--- config.mk ---
export PLATFORM = sky130hd
export DESIGN_NAME = ymux_n_reg
export DESIGN_NICKNAME = d
export VERILOG_FILES = /design/src/rtl/ymux_pkg.sv /design/src/rtl/ymux_rr_arb.sv /design/src/rtl/ymux_n_reg.sv
export SDC_FILE = /design/constraint.sdc
export NUM_CORES = 1
export LEC_CHECK = 0
export ABC_AREA = 1
export CAP_MARGIN = 20
export CELL_PAD_IN_SITES_DETAIL_PLACEMENT = 2
export CELL_PAD_IN_SITES_GLOBAL_PLACEMENT = 2
export CORE_ASPECT_RATIO = 2
export CORE_MARGIN = 1.5
export CORE_UTILIZATION = 29
export CTS_CLUSTER_SIZE = 30
export DETAILED_ROUTE_END_ITERATION = 10
export PLACE_DENSITY = 0.87
export SKIP_LAST_GASP = 1
export SYNTH_ARGS = -nofsm -noshare
export SYNTH_HDL_FRONTEND = slang
export SYNTH_HIERARCHICAL = 1
export SYNTH_SLANG_ARGS = --single-unit
--- constraint.sdc ---
create_clock -name clk -period 8.1 [get_ports clk]
set_input_delay 1.62 -clock clk [delete_from_list [all_inputs] [get_ports clk]]
set_output_delay 1.62 -clock clk [all_outputs]
set_load 0.02 [all_outputs]
--- src/rtl/ymux_pkg.sv ---
// Shared definitions for the ymux_n_reg registered channel multiplexer.
package ymux_pkg;

    // Channel selection modes
    localparam logic MODE_SEL = 1'b0;
    localparam logic MODE_RR  = 1'b1;

    localparam int unsigned DEFAULT_W = 2;
    localparam int unsigned DEFAULT_N = 4;

    typedef enum logic {StEmpty, StFull} state_e;

    // Ceiling log2, never less than 1 so an index port always has a bit
    function automatic int unsigned clog2(input int unsigned n);
        int unsigned r;
        r = 1;
        while ((32'd1 << r) < n) r = r + 1;
        return r;
    endfunction

endpackage

--- src/rtl/ymux_rr_arb.sv ---
// Round-robin search: first requesting channel at or above ptr, wrapping N-1 -> 0.
module ymux_rr_arb
    import ymux_pkg::*;
#(
    parameter int unsigned N = DEFAULT_N,
    localparam int unsigned SW = clog2(N)
) (
    input  logic [N-1:0]  req,
    input  logic [SW-1:0] ptr,
    input  logic          enable,
    output logic [N-1:0]  gnt,
    output logic [SW-1:0] gnt_idx
);

    int unsigned idx;
    logic        found;

    // Scan N positions starting at ptr; the first hit wins
    always_comb begin
        gnt     = '0;
        gnt_idx = '0;
        found   = 1'b0;
        idx     = 0;
        for (int unsigned i = 0; i < N; i++) begin
            idx = int'(ptr) + i;
            if (idx >= N) idx = idx - N;
            if (enable && !found && req[idx[SW-1:0]]) begin
                found                = 1'b1;
                gnt[idx[SW-1:0]]     = 1'b1;
                gnt_idx              = idx[SW-1:0];
            end
        end
    end

endmodule

--- src/rtl/ymux_n_reg.sv ---
// N-channel to one registered output mux with explicit or round-robin selection.
// Optional build macro: YMUX_PARITY_EN adds out_par, the registered parity of out_data.
module ymux_n_reg
    import ymux_pkg::*;
#(
    parameter int unsigned W = DEFAULT_W,
    parameter int unsigned N = DEFAULT_N,
    localparam int unsigned SW = clog2(N)
) (
    input  logic          clk,
    input  logic          rst_n,
    input  logic [N*W-1:0] in_data,
    input  logic [N-1:0]  in_valid,
    output logic [N-1:0]  in_ready,
    input  logic [SW-1:0] sel,
    input  logic          mode,
    output logic [W-1:0]  out_data,
    output logic [SW-1:0] out_ch,
    output logic          out_valid,
    input  logic          out_ready
`ifdef YMUX_PARITY_EN
    ,
    output logic          out_par
`endif
);

    state_e        state_q, state_d;
    logic [W-1:0]  data_q;
    logic [SW-1:0] ch_q;
    logic [SW-1:0] rr_ptr_q;
    logic          slot_free;
    logic [N-1:0]  rr_gnt;
    logic [SW-1:0] rr_idx;
    logic          xfer;
    logic [SW-1:0] xfer_ch;
    logic [W-1:0]  xfer_data;

    ymux_rr_arb #(
        .N(N)
    ) u_arb (
        .req     (in_valid),
        .ptr     (rr_ptr_q),
        .enable  (mode == MODE_RR),
        .gnt     (rr_gnt),
        .gnt_idx (rr_idx)
    );

    // Output register occupancy
    always_ff @(posedge clk or negedge rst_n) begin
        if (!rst_n) state_q <= StEmpty;
        else        state_q <= state_d;
    end

    // A transfer always fills the slot; otherwise a drain empties it
    always_comb begin
        state_d = state_q;
        if (xfer)           state_d = StFull;
        else if (out_ready) state_d = StEmpty;
    end

    // Status outputs; the slot can accept when empty or being drained this cycle
    always_comb begin
        out_valid = (state_q == StFull);
        slot_free = (state_q == StEmpty) || out_ready;
    end

    // Per-channel accept; out-of-range sel grants nothing, and reset masks everything
    always_comb begin
        in_ready = '0;
        if (mode == MODE_RR) begin
            in_ready = rr_gnt & {N{slot_free}};
        end else if (32'(sel) < N) begin
            in_ready[sel] = slot_free;
        end
        if (!rst_n) in_ready = '0;
    end

    // Select the granted channel's data
    always_comb begin
        xfer      = |(in_ready & in_valid);
        xfer_ch   = (mode == MODE_RR) ? rr_idx : sel;
        xfer_data = '0;
        for (int k = 0; k < int'(N); k++) begin
            if (SW'(k) == xfer_ch) xfer_data = in_data[k*W +: W];
        end
    end

    // Output data register and round-robin pointer
    always_ff @(posedge clk or negedge rst_n) begin
        if (!rst_n) begin
            data_q   <= '0;
            ch_q     <= '0;
            rr_ptr_q <= '0;
        end else if (xfer) begin
            data_q <= xfer_data;
            ch_q   <= xfer_ch;
            if (mode == MODE_RR) begin
                rr_ptr_q <= (xfer_ch == SW'(N - 1)) ? '0 : xfer_ch + 1'b1;
            end
        end
    end

    assign out_data = data_q;
    assign out_ch   = ch_q;

`ifdef YMUX_PARITY_EN
    logic par_q;

    // Parity tracks out_data, loaded on the same transfer
    always_ff @(posedge clk or negedge rst_n) begin
        if (!rst_n)    par_q <= 1'b0;
        else if (xfer) par_q <= ^xfer_data;
    end

    assign out_par = par_q;
`endif

endmodule

==> metrics.log, run 1 <==
[metrics] run status: completed
[metrics] number of instances in the synthesized netlist: 165
[metrics] leakage power: 0.7072 nW
[metrics] IO Pins: 27
[metrics] Cell Area, Synth: 0.001132 mm^2
[metrics] Hold Worst Slack: 494.9 ps
[metrics] Final ANT Viol Nets: 0
[metrics] number of nets in the layout: 222
[metrics] horizontal die dimension: 47.19 um
[metrics] Critical Path Start Type: input pin
[metrics] area delta synth->final: 29.61%
[metrics] count of state elements after synthesis: 7
[metrics] critical path peak fanout: 15
[metrics] post-CTS setup-driven buffer insertion count: 0
[metrics] Gate power share: 0.733
[metrics] Detailed Place HPWL: 3575 um
[metrics] setup-violating endpoint count in the final report: 0
[metrics] setup TNS after final layout: 0 ps
[metrics] Hold/Removal Path Class: reg -> reg
[metrics] biggest cell delay along the critical path: 960 ps
[metrics] max-cap violations: 0
[metrics] CP max-delay cell: sky130_fd_sc_hd__clkdlybuf4s50_1
[metrics] wire length reported by the detailed router: 4308 um
[metrics] worst setup skew after layout: 2.151 ps
[metrics] switch share: 0.5717
[metrics] WP data arrival: 4260 ps
[metrics] global-route congestion overflow total: 0
[metrics] number of violations reported at the end of detailed-routing iteration 0: 4
[metrics] transition at the pin with the smallest max-transition slack: 762.3 ps
[metrics] proportion of power drawn by the clock network: 0.107
[metrics] number of buffers on the longest clock path: 2
[metrics] clk sink count: 7
[metrics] post_cts resized: 0
[metrics] setup repair after global routing missed its margin: false
[metrics] Syn. warnings: 6
[metrics] remaining design rule violation count: 0
[metrics] Placer Congestion: 0.8405
[metrics] count of buffers from port buffering: 26
[metrics] hold buffers post-CTS: 0
[metrics] vias per cell: 5.049
[metrics] net count of the mapped netlist: 194
[metrics] number of instances on the worst hold path: 2
[metrics] nature of the critical path endpoint: output port
[metrics] endpoint with the worst hold slack: out_data[0]
[metrics] Placed Area: 0.001423 mm^2
[metrics] post-route minimum period: 5880 ps
[metrics] cells along the critical path: clkdlybuf4s50_1 -> inv_1 -> nor2_1 -> nand2_1 -> nand2_1 -> inv_1 -> nand3_1 -> nand2_2 -> a21oi_1 -> clkdlybuf4s50_1
[metrics] Max VDD drop: 163.5 uV
[metrics] power spent charging and discharging nets: 0.0002703 W
[metrics] Crit Reg-Reg Startpoint: rr_ptr_q[0]
[metrics] Filler Cells Inserted: 471
[metrics] Total Die Area: 0.004311 mm^2
[metrics] setup slack on the worst flop-to-flop path: 4520 ps
[metrics] internal cell power: 0.0002025 W
[metrics] average routed wire per standard cell: 17.73 um
[metrics] reg2reg end: out_data[1]
[metrics] initial core utilization: 0.2977
[metrics] total track usage: 0.2338
[metrics] period utilisation layout: 0.7259
[metrics] number of antenna violations at the first check in global routing: 0
[metrics] post-placement setup slack: 2260 ps
[metrics] final standard cell utilization of the core: 0.3859
[metrics] vias in the first global route: 1387
[metrics] headroom to the max-slew limit: 0.4902
[metrics] vias post-DR: 1227
[metrics] design area: 0.001468 mm^2
[metrics] data required time at the worst endpoint: 6480 ps
[metrics] clock latency reported for the late side of the worst-skew pair: 230 ps
[metrics] final-report hold violation count: 0
[metrics] relative contribution of sequential cells to total power: 0.160
[metrics] area of the core: 0.003804 mm^2
[metrics] clock root buffer: sky130_fd_sc_hd__clkbuf_8
[metrics] fraction of layout instances using a drive strength above 1: 0.1927
[metrics] floorplan die height: 91.37 um
[metrics] sequential cell area fraction in the yosys report: 0.1547
[metrics] mean post-synth cell area: 6.863 um^2
[metrics] TritonCTS clock tree: built
[metrics] top achievable clock speed: 170.1 MHz
[metrics] TritonRoute pass-1 iters: 3
[metrics] final max-slew violation count: 0
[metrics] Clock transition at path regs: 40 ps
[metrics] H-tree levels: 1
[metrics] critical setup path kind: in -> out
[metrics] Final Worst Setup Slack: 2220 ps
[metrics] maximum number of pins on one net before global-route repair: 16
[metrics] PwrDens: 322.2 mW/mm^2
[metrics] count of cell types in the netlist: 24
[metrics] Worst Hold Launch: out_data[0]
[metrics] worst reg-to-reg path cell count: 19
[metrics] ant diodes: 0
[metrics] cts bufs inserted: 3
[metrics] wire length of the first global-routing pass: 7258 um
[metrics] # rows: 32
## cells by family (layout without fill, tap and decap cells)
kind of cell	Yosys count	in the layout	synth area share
adder cells (fa/ha/maj)	11	11	0.1215
AO/OA/AOI/OAI	16	16	0.08840
flip-flops	7	7	0.1547
AND/OR/NAND/NOR	106	106	0.5304
buffers and inverters	25	52	0.1050
## cells in the final DEF, fill, tap and decap left out
cell type	count
sky130_fd_sc_hd__nand2_1	42
sky130_fd_sc_hd__nand3_1	29
sky130_fd_sc_hd__clkdlybuf4s50_1	26
sky130_fd_sc_hd__inv_1	16
sky130_fd_sc_hd__ha_1	11
sky130_fd_sc_hd__nand3_2	9
sky130_fd_sc_hd__nand2_2	8
sky130_fd_sc_hd__dfrtp_1	7
sky130_fd_sc_hd__a21oi_1	6
sky130_fd_sc_hd__inv_2	5
sky130_fd_sc_hd__nand2_4	5
sky130_fd_sc_hd__nand4_1	5
sky130_fd_sc_hd__o21ai_0	4
sky130_fd_sc_hd__o21ai_1	3
sky130_fd_sc_hd__clkbuf_8	3
sky130_fd_sc_hd__nor2_4	2
sky130_fd_sc_hd__nor2_1	2
sky130_fd_sc_hd__o21a_1	1
sky130_fd_sc_hd__nor2_2	1
sky130_fd_sc_hd__a21oi_2	1
sky130_fd_sc_hd__a21boi_4	1
sky130_fd_sc_hd__inv_4	1
sky130_fd_sc_hd__clkbuf_1	1
sky130_fd_sc_hd__and2_1	1
sky130_fd_sc_hd__nor2_8	1
sky130_fd_sc_hd__nand3b_1	1
## power by group through the flow
stage | clock (W) | sequential, W | combinational (W)
after global placement | 0 | 0.0000744 | 0.000329
after floorplan | 0 | 0.0000829 | 0.000228
after detailed placement | 0 | 0.0000761 | 0.000343
after CTS | 0.0000526 | 0.0000759 | 0.000351
final | 0.0000507 | 0.0000757 | 0.000346
after global routing | 0.0000547 | 0.0000785 | 0.000381
## flip-flops by register name (all words and copies together) (netlist names)
| name | count |
|---|---|
| out_ch | 2 |
| out_data | 2 |
| rr_ptr_q | 2 |
| out_valid | 1 |
## synth_stat cells, drive strengths merged
library cell / instances / area [um^2]
a21boi: 1 / 18.77
a21oi: 7 / 38.79
and2: 1 / 6.260
buf: 3 / 33.78
dfrtp: 7 / 175.2
ha: 11 / 137.6
inv: 22 / 85.09
nand2: 55 / 264.0
nand3: 38 / 235.2
nand3b: 1 / 7.510
nand4: 5 / 31.28
nor2: 6 / 56.31
o21a: 1 / 7.510
o21ai: 7 / 35.03
## routing by layer
layer	part of all wire	vias up	wire [um]	global-route usage
li1	-	595	-	-
met1	0.34	595	1450	0.2357
met2	0.61	27	2610	0.4361
met3	0.017	10	74	0.02584
met4	0.040	0	173	0.09722
met5	0	-	0	0
## layout make-up
class | count | area [um^2] | share of cell area
multi-input cells | 133 | 838.3 | 0.5712
repair buffers | 26 | 260.3 | 0.1773
flip-flops and latches | 7 | 175.2 | 0.1194
inverters | 22 | 85.08 | 0.05797
well taps | 51 | 63.81 | 0.04348
clock buffers | 4 | 45.04 | 0.03069
## how the worst max path moves through the flow
| stage | start | endpoint | slack, ps | cells past startpoint |
|---|---|---|---|---|
| after floorplan | in_valid[3] | in_ready[1] | 3710 | 10 |
| after global placement | mode | in_ready[1] | 2400 | 10 |
| after detailed placement | mode | in_ready[1] | 2260 | 10 |
| after CTS | mode | in_ready[2] | 2250 | 10 |
| after global routing | mode | in_ready[2] | 2050 | 10 |
| final | mode | in_ready[2] | 2220 | 10 |
## worst max-delay path: cells and delay by family
kind	cells	cell delay, ps
compound gates	1	190
buf+inv	4	1760
simple gates	5	690
## metrics by stage
step           std cells  power (W)
6_report             243  0.0004728
5_1_grt              243  0.0005140
4_1_cts              243  0.0004795
3_5_place_dp         239  0.0004194
3_3_place_gp         239  0.0004032
2_1_floorplan        165  0.0003107
No activity file was read; power rests on OpenSTA's default activity.
==> run 2, diff against run 1 <==
--- a/config.mk
+++ b/config.mk
@@ -11,10 +11,10 @@
 export CELL_PAD_IN_SITES_GLOBAL_PLACEMENT = 2
 export CORE_ASPECT_RATIO = 2
 export CORE_MARGIN = 1.5
-export CORE_UTILIZATION = 29
+export CORE_UTILIZATION = 24
 export CTS_CLUSTER_SIZE = 30
 export DETAILED_ROUTE_END_ITERATION = 10
-export PLACE_DENSITY = 0.87
+export PLACE_DENSITY = 0.77
 export SKIP_LAST_GASP = 1
 export SYNTH_ARGS = -nofsm -noshare
 export SYNTH_HDL_FRONTEND = slang
==> constraint.sdc (replaced) <==
create_clock -name clk -period 5.1 [get_ports clk]
set_input_delay 1.02 -clock clk [delete_from_list [all_inputs] [get_ports clk]]
set_output_delay 1.02 -clock clk [all_outputs]
set_load 0.02 [all_outputs]
==> metrics.log, run 2 (synthesis results as in run 1) <==
[metrics] buffers and inverters on the worst path: 3 (-1)
[metrics] clock root buffer: sky130_fd_sc_hd__clkbuf_8
[metrics] ant diodes: 0 (unchanged)
[metrics] vias post-DR: 1232 (+0.41%)
[metrics] wire length reported by the detailed router: 4217 um (-2.1%)
[metrics] Max VDD drop: 267.5 uV (+64%)
[metrics] most common library cell in the layout ignoring fill and taps: sky130_fd_sc_hd__nand2_1
[metrics] IO Pins: 27 (unchanged)
[metrics] transition at the pin with the smallest max-transition slack: 469.0 ps (-293.4 ps)
[metrics] critical path peak fanout: 8 (-7)
[metrics] vias per cell: 4.968 (-1.6%)
[metrics] hold buffers post-CTS: 0 (unchanged)
[metrics] design area: 0.001481 mm^2 (+0.94%)
[metrics] Total Die Area: 0.005164 mm^2 (+20%)
[metrics] data required time at the worst endpoint: 4080 ps (-2400 ps)
[metrics] CP max-delay cell: sky130_fd_sc_hd__clkdlybuf4s50_1
[metrics] final total power: 0.0007456 W (+58%)
[metrics] floorplan die height: 100.1 um (+9.6%)
[metrics] WP data arrival: 3360 ps (-900 ps)
[metrics] max-cap violations: 0 (unchanged)
[metrics] clk sink count: 7 (unchanged)
[metrics] clock latency reported for the late side of the worst-skew pair: 230 ps (about the same)
[metrics] post-route minimum period: 4376 ps
[metrics] remaining design rule violation count: 0 (unchanged)
[metrics] Placer Congestion: 0.8644 (+2.8%)
[metrics] setup TNS after final layout: 0 ps (unchanged)
[metrics] global-route congestion overflow total: 0 (unchanged)
[metrics] number of buffers on the longest clock path: 2 (unchanged)
[metrics] cell occurring most often along the worst timing path: sky130_fd_sc_hd__nand2_1
[metrics] horizontal die dimension: 51.57 um (+9.3%)
[metrics] fraction of layout instances using a drive strength above 1: 0.2021 (+0.009364)
[metrics] Crit Reg-Reg Startpoint: rr_ptr_q[0]
[metrics] maximum number of pins on one net before global-route repair: 13 (-3)
[metrics] top achievable clock speed: 228.5 MHz
[metrics] number of nets in the layout: 223 (+0.45%)
[metrics] area of the core: 0.004554 mm^2 (+20%)
[metrics] Detailed Place HPWL: 3738 um (+4.6%)
[metrics] initial core utilization: 0.2486 (-0.04907)
[metrics] biggest cell delay along the critical path: 630 ps (-330 ps)
[metrics] # rows: 35 (+9.4%)
[metrics] PwrDens: 503.3 mW/mm^2 (+56%)
[metrics] post-CTS setup-driven buffer insertion count: 0 (unchanged)
[metrics] leakage power: 0.7148 nW (+1.1%)
[metrics] setup-violating endpoint count in the final report: 0 (unchanged)
[metrics] final-report hold violation count: 0 (unchanged)
[metrics] Clock transition at path regs: 40 ps (about the same)
[metrics] area delta synth->final: 30.83%
[metrics] crit-path leading delay family: buffers and inverters
[metrics] post_cts resized: 0 (unchanged)
[metrics] end point of the critical path: in_ready[0]
[metrics] final max-slew violation count: 0 (unchanged)
[metrics] wire length of the first global-routing pass: 7017 um (-3.3%)
[metrics] critical setup path kind: in -> out
[metrics] period utilisation layout: 0.8580
[metrics] reg2reg end: out_data[0]
[metrics] TritonRoute pass-1 iters: 3 (unchanged)
[metrics] number of violations reported at the end of detailed-routing iteration 0: 7 (+3)
[metrics] highest-count cells in the layout ignoring fill and taps: sky130_fd_sc_hd__nand2_1 (42), sky130_fd_sc_hd__nand3_1 (29), sky130_fd_sc_hd__clkdlybuf4s50_1 (26)
[metrics] nature of the critical path endpoint: output port
[metrics] run status: completed
[metrics] Critical Path Start Type: input pin
[metrics] Hold/Removal Path Class: reg -> reg
[metrics] setup slack on the worst flop-to-flop path: 1610 ps (-2910 ps)
[metrics] number of antenna violations at the first check in global routing: 0 (unchanged)
[metrics] number of instances on the worst hold path: 2 (unchanged)
[metrics] total track usage: 0.1859 (-0.04791)
[metrics] cts bufs inserted: 3 (unchanged)
[metrics] headroom to the max-slew limit: 0.6874 (+0.1972)
[metrics] Final ANT Viol Nets: 0 (unchanged)
[metrics] CP Depth: 12 (+2)
[metrics] average routed wire per standard cell: 17.00 um (-4.1%)
[metrics] vias in the first global route: 1453 (+4.8%)
[metrics] origin of the worst setup path: in_valid[1]
[metrics] H-tree levels: 1 (unchanged)
[metrics] worst reg-to-reg path cell count: 18 (-1)
[metrics] worst setup skew after layout: 0.8170 ps (-1.334 ps)
[metrics] TritonCTS clock tree: built
[metrics] cells along the critical path: clkdlybuf4s50_1 -> nand2_1 -> nand3_2 -> nand2_4 -> nor2_1 -> nand2_1 -> nand2_1 -> inv_1 -> nand3_1 -> nand2_2 -> a21oi_1 -> clkdlybuf4s50_1
[metrics] count of buffers from port buffering: 26 (unchanged)
[metrics] Placed Area: 0.001435 mm^2 (+0.88%)
[metrics] setup repair after global routing missed its margin: false
-- run 2: cell count changes in the layout (fill, tap and decap cells not counted), sizes merged --
cell and change:
clkbuf -1, buf +1, clkinv +1
-- run 2: routing by layer --
layer  track usage  part of all wire  up-vias
li1              -                 -      594
met1        0.1506              0.28      588
met2        0.3866              0.64       33
met3       0.01488             0.022       17
met4        0.1174             0.059        0
met5             0                 0        -
-- run 2: where the power goes --
group	internal [W]	total [W]	switching (W)	leakage, nW
combinational	0.000187	0.000547	0.000360	0.600
clock	0.0000530	0.0000792	0.0000262	0.0255
sequential	0.0000807	0.000120	0.0000388	0.0893
total	0.000321	0.000746	0.000425	0.715
-- run 2: worst min path at each step --
stage             endpoint   startpoint
5_1_grt        out_data[1]  out_data[1]
2_1_floorplan  out_data[0]  out_data[0]
3_3_place_gp   out_data[0]  out_data[0]
3_5_place_dp     out_ch[0]    out_ch[0]
6_report         out_ch[0]    out_ch[0]
4_1_cts          out_ch[0]    out_ch[0]
-- run 2: area by class of cell --
cell class | count | area, um^2
clock buffer | 3 | 41.29
clock inverter | 1 | 5.005
fill | 563 | 3073
inverter | 22 | 85.08
multi-input combinational | 133 | 838.3
sequential | 7 | 175.2
tap | 55 | 68.82
timing repair buffer | 27 | 267.8
-- run 2: metrics by stage --
stage	util	std cells	hold WS, ps	setup slack, ps
floorplan	-	165	589.9	1906
global placement	0.3151	244	465.1	807.8
detailed placement	0.3151	244	485.8	725.6
CTS	0.3253	248	501.1	710.0
global route	0.3253	248	530.7	455.5
finish	0.3253	248	496.7	724.0
-- run 2: tightest hold or removal path, delay by kind of cell (launching register included) --
| kind | cells | cell delay, ps |
|---|---|---|
| AOI/OAI and AO/OA | 1 | 60 |
| DFF | 1 | 340 |
| and+or+nand+nor | 1 | 50 |
==> run 3, diff against run 2 <==
--- a/config.mk
+++ b/config.mk
@@ -14,8 +14,10 @@
 export CORE_UTILIZATION = 24
 export CTS_CLUSTER_SIZE = 30
 export DETAILED_ROUTE_END_ITERATION = 10
+export GPL_TIMING_DRIVEN = 0
 export PLACE_DENSITY = 0.77
 export SKIP_LAST_GASP = 1
+export SLEW_MARGIN = 5
 export SYNTH_ARGS = -nofsm -noshare
 export SYNTH_HDL_FRONTEND = slang
 export SYNTH_HIERARCHICAL = 1
==> metrics.log, run 3 (synthesis results as in run 1) <==
[metrics] post_cts resized: 0 (unchanged)
[metrics] clock latency reported for the late side of the worst-skew pair: 230 ps (about the same)
[metrics] nature of the critical path endpoint: output port
[metrics] endpoint with the worst hold slack: out_data[1]
[metrics] run status: completed
[metrics] # rows: 35 (unchanged)
[metrics] worst reg-to-reg path cell count: 20 (+2)
[metrics] fraction of layout instances using a drive strength above 1: 0.2051 (+0.003056)
[metrics] Max VDD drop: 311.4 uV (+16%)
[metrics] Filler Cells Inserted: 572 (+1.6%)
[metrics] average routed wire per standard cell: 16.39 um (-3.6%)
[metrics] setup slack on the worst flop-to-flop path: 1730 ps (+120 ps)
[metrics] wire length reported by the detailed router: 4097 um (-2.8%)
[metrics] clk sink count: 7 (unchanged)
[metrics] post-placement setup slack: 572.0 ps (-153.5 ps)
[metrics] number of antenna violations at the first check in global routing: 0 (unchanged)
[metrics] maximum number of pins on one net before global-route repair: 13 (unchanged)
[metrics] post-route minimum period: 4529 ps (+153.3 ps)
[metrics] number of nets in the layout: 225 (+0.90%)
[metrics] Seq. cell area: 175.2 um^2 (unchanged)
[metrics] H-tree levels: 1 (unchanged)
[metrics] cell occurring most often along the worst timing path: sky130_fd_sc_hd__nand2_1
[metrics] vias per cell: 4.924 (-0.88%)
[metrics] Final Worst Setup Slack: 570.7 ps (-153.3 ps)
[metrics] setup repair after global routing missed its margin: false
[metrics] setup-violating endpoint count in the final report: 0 (unchanged)
[metrics] most common library cell in the layout ignoring fill and taps: sky130_fd_sc_hd__nand2_1
[metrics] critical path peak fanout: 8 (unchanged)
[metrics] origin of the worst setup path: in_valid[1]
[metrics] final max-slew violation count: 0 (unchanged)
[metrics] vias in the first global route: 1426 (-1.9%)
[metrics] reg2reg end: out_data[1]
[metrics] transition at the pin with the smallest max-transition slack: 474.1 ps (+5.153 ps)
[metrics] global-route congestion overflow total: 0 (unchanged)
[metrics] Hold/Removal Path Class: reg -> reg
[metrics] leakage power: 0.7255 nW (+1.5%)
[metrics] floorplan die height: 100.1 um (unchanged)
[metrics] ant diodes: 0 (unchanged)
[metrics] WP data arrival: 3510 ps (+150 ps)
[metrics] Placer Congestion: 0.8538 (-1.2%)
[metrics] multi-input logic area: 838.3 um^2 (unchanged)
[metrics] Critical Path Start Type: input pin
[metrics] remaining design rule violation count: 0 (unchanged)
[metrics] vias post-DR: 1231 (-0.081%)
[metrics] cts bufs inserted: 3 (unchanged)
[metrics] period utilisation layout: 0.8881 (+0.03006)
[metrics] Hold Worst Slack: 493.7 ps (-2.926 ps)
[metrics] clock root buffer: sky130_fd_sc_hd__clkbuf_8
[metrics] Clock transition at path regs: 40 ps (about the same)
[metrics] headroom to the max-slew limit: 0.6828 (-0.004603)
[metrics] TritonCTS clock tree: built
[metrics] max-cap violations: 0 (unchanged)
[metrics] number of violations reported at the end of detailed-routing iteration 0: 10 (+3)
[metrics] post-CTS setup-driven buffer insertion count: 0 (unchanged)
[metrics] initial core utilization: 0.2486 (unchanged)
[metrics] highest-count cells in the layout ignoring fill and taps: sky130_fd_sc_hd__nand2_1 (42), sky130_fd_sc_hd__nand3_1 (29), sky130_fd_sc_hd__clkdlybuf4s50_1 (26)
[metrics] Crit Reg-Reg Startpoint: rr_ptr_q[0]
[metrics] IO Pins: 27 (unchanged)
[metrics] horizontal die dimension: 51.57 um (unchanged)
[metrics] critical setup path kind: in -> out
[metrics] CP max-delay cell: sky130_fd_sc_hd__clkdlybuf4s50_1
[metrics] PwrDens: 502.9 mW/mm^2 (about the same)
[metrics] count of buffers from port buffering: 26 (unchanged)
[metrics] Total Die Area: 0.005164 mm^2 (unchanged)
[metrics] area of the core: 0.004554 mm^2 (unchanged)
[metrics] Worst Hold Launch: out_data[1]
[metrics] cells along the critical path: clkdlybuf4s50_1 -> nand2_1 -> nand3_2 -> nand2_4 -> nor2_1 -> nand2_1 -> nand2_1 -> inv_1 -> nand3_1 -> nand2_1 -> a21oi_1 -> clkdlybuf4s50_1
[metrics] TritonRoute pass-1 iters: 4 (+1)
[metrics] area delta synth->final: 33.04%
[metrics] biggest cell delay along the critical path: 620 ps (about the same)
[metrics] total track usage: 0.1754 (-0.01044)
[metrics] data required time at the worst endpoint: 4080 ps (about the same)
[metrics] final-report hold violation count: 0 (unchanged)
[metrics] number of buffers on the longest clock path: 2 (unchanged)
[metrics] Final ANT Viol Nets: 0 (unchanged)
[metrics] worst setup skew after layout: 5.167 ps (+4.350 ps)
[metrics] number of instances on the worst hold path: 2 (unchanged)
[metrics] setup TNS after final layout: 0 ps (unchanged)
[metrics] top achievable clock speed: 220.8 MHz (-3.4%)
[metrics] hold buffers post-CTS: 0 (unchanged)
[metrics] Detailed Place HPWL: 3479 um (-6.9%)
[metrics] wire length of the first global-routing pass: 6796 um (-3.1%)
run 3: changes by cell type in the layout (fill, tap and decap cells not counted), sizes merged:
cell / change
clkinv: -1
buf: +2
clkbuf: +1
run 3: metal layers:
| layer | part of all wire | wire length (um) | global-route usage | vias to the layer above |
|---|---|---|---|---|
| met5 | 0 | 0 | 0 | - |
| met4 | 0.019 | 78 | 0.05061 | 0 |
| met3 | 0.014 | 59 | 0.01190 | 10 |
| met2 | 0.66 | 2690 | 0.3876 | 25 |
| met1 | 0.31 | 1269 | 0.1497 | 596 |
| li1 | - | - | - | 600 |
run 3: worst max path at each step:
stage               slack [ps]  depth (start not counted)          end
finish                     570                         12  in_ready[3]
global route               380                         12  in_ready[3]
CTS                        560                         12  in_ready[3]
detailed placement         570                         12  in_ready[3]
global placement           660                         12  in_ready[1]
floorplan                 1910                         10  in_ready[1]
run 3: area by class of cell:
cell class / instances / share of cell area
sequential: 7 / 0.1163
clock buffer: 4 / 0.02990
inverter: 22 / 0.05648
tap: 55 / 0.04568
timing repair buffer: 26 / 0.1728
buffer: 3 / 0.02243
multi-input combinational: 133 / 0.5565
run 3: through the flow:
stage | instances | util | total power (W) | area (um^2)
CTS | 250 | 0.3308 | 0.0007706 | 1506
floorplan | 165 | - | 0.0004935 | 1132
finish | 250 | 0.3308 | 0.0007576 | 1506
detailed placement | 246 | 0.3209 | 0.0006827 | 1461
global route | 250 | 0.3308 | 0.0008223 | 1506
global placement | 246 | 0.3209 | 0.0006552 | 1461
run 3: critical path, delay by kind of cell:
family                 cells  cell delay [ps]
AND/OR/NAND/NOR            8             1110
AO/OA/AOI/OAI              1              160
buffers and inverters      3             1210
run 3: power breakdown:
group,internal [W],switching [W]
clock,0.0000541,0.0000240
sequential,0.0000807,0.0000395
combinational,0.000203,0.000357
total,0.000337,0.000420
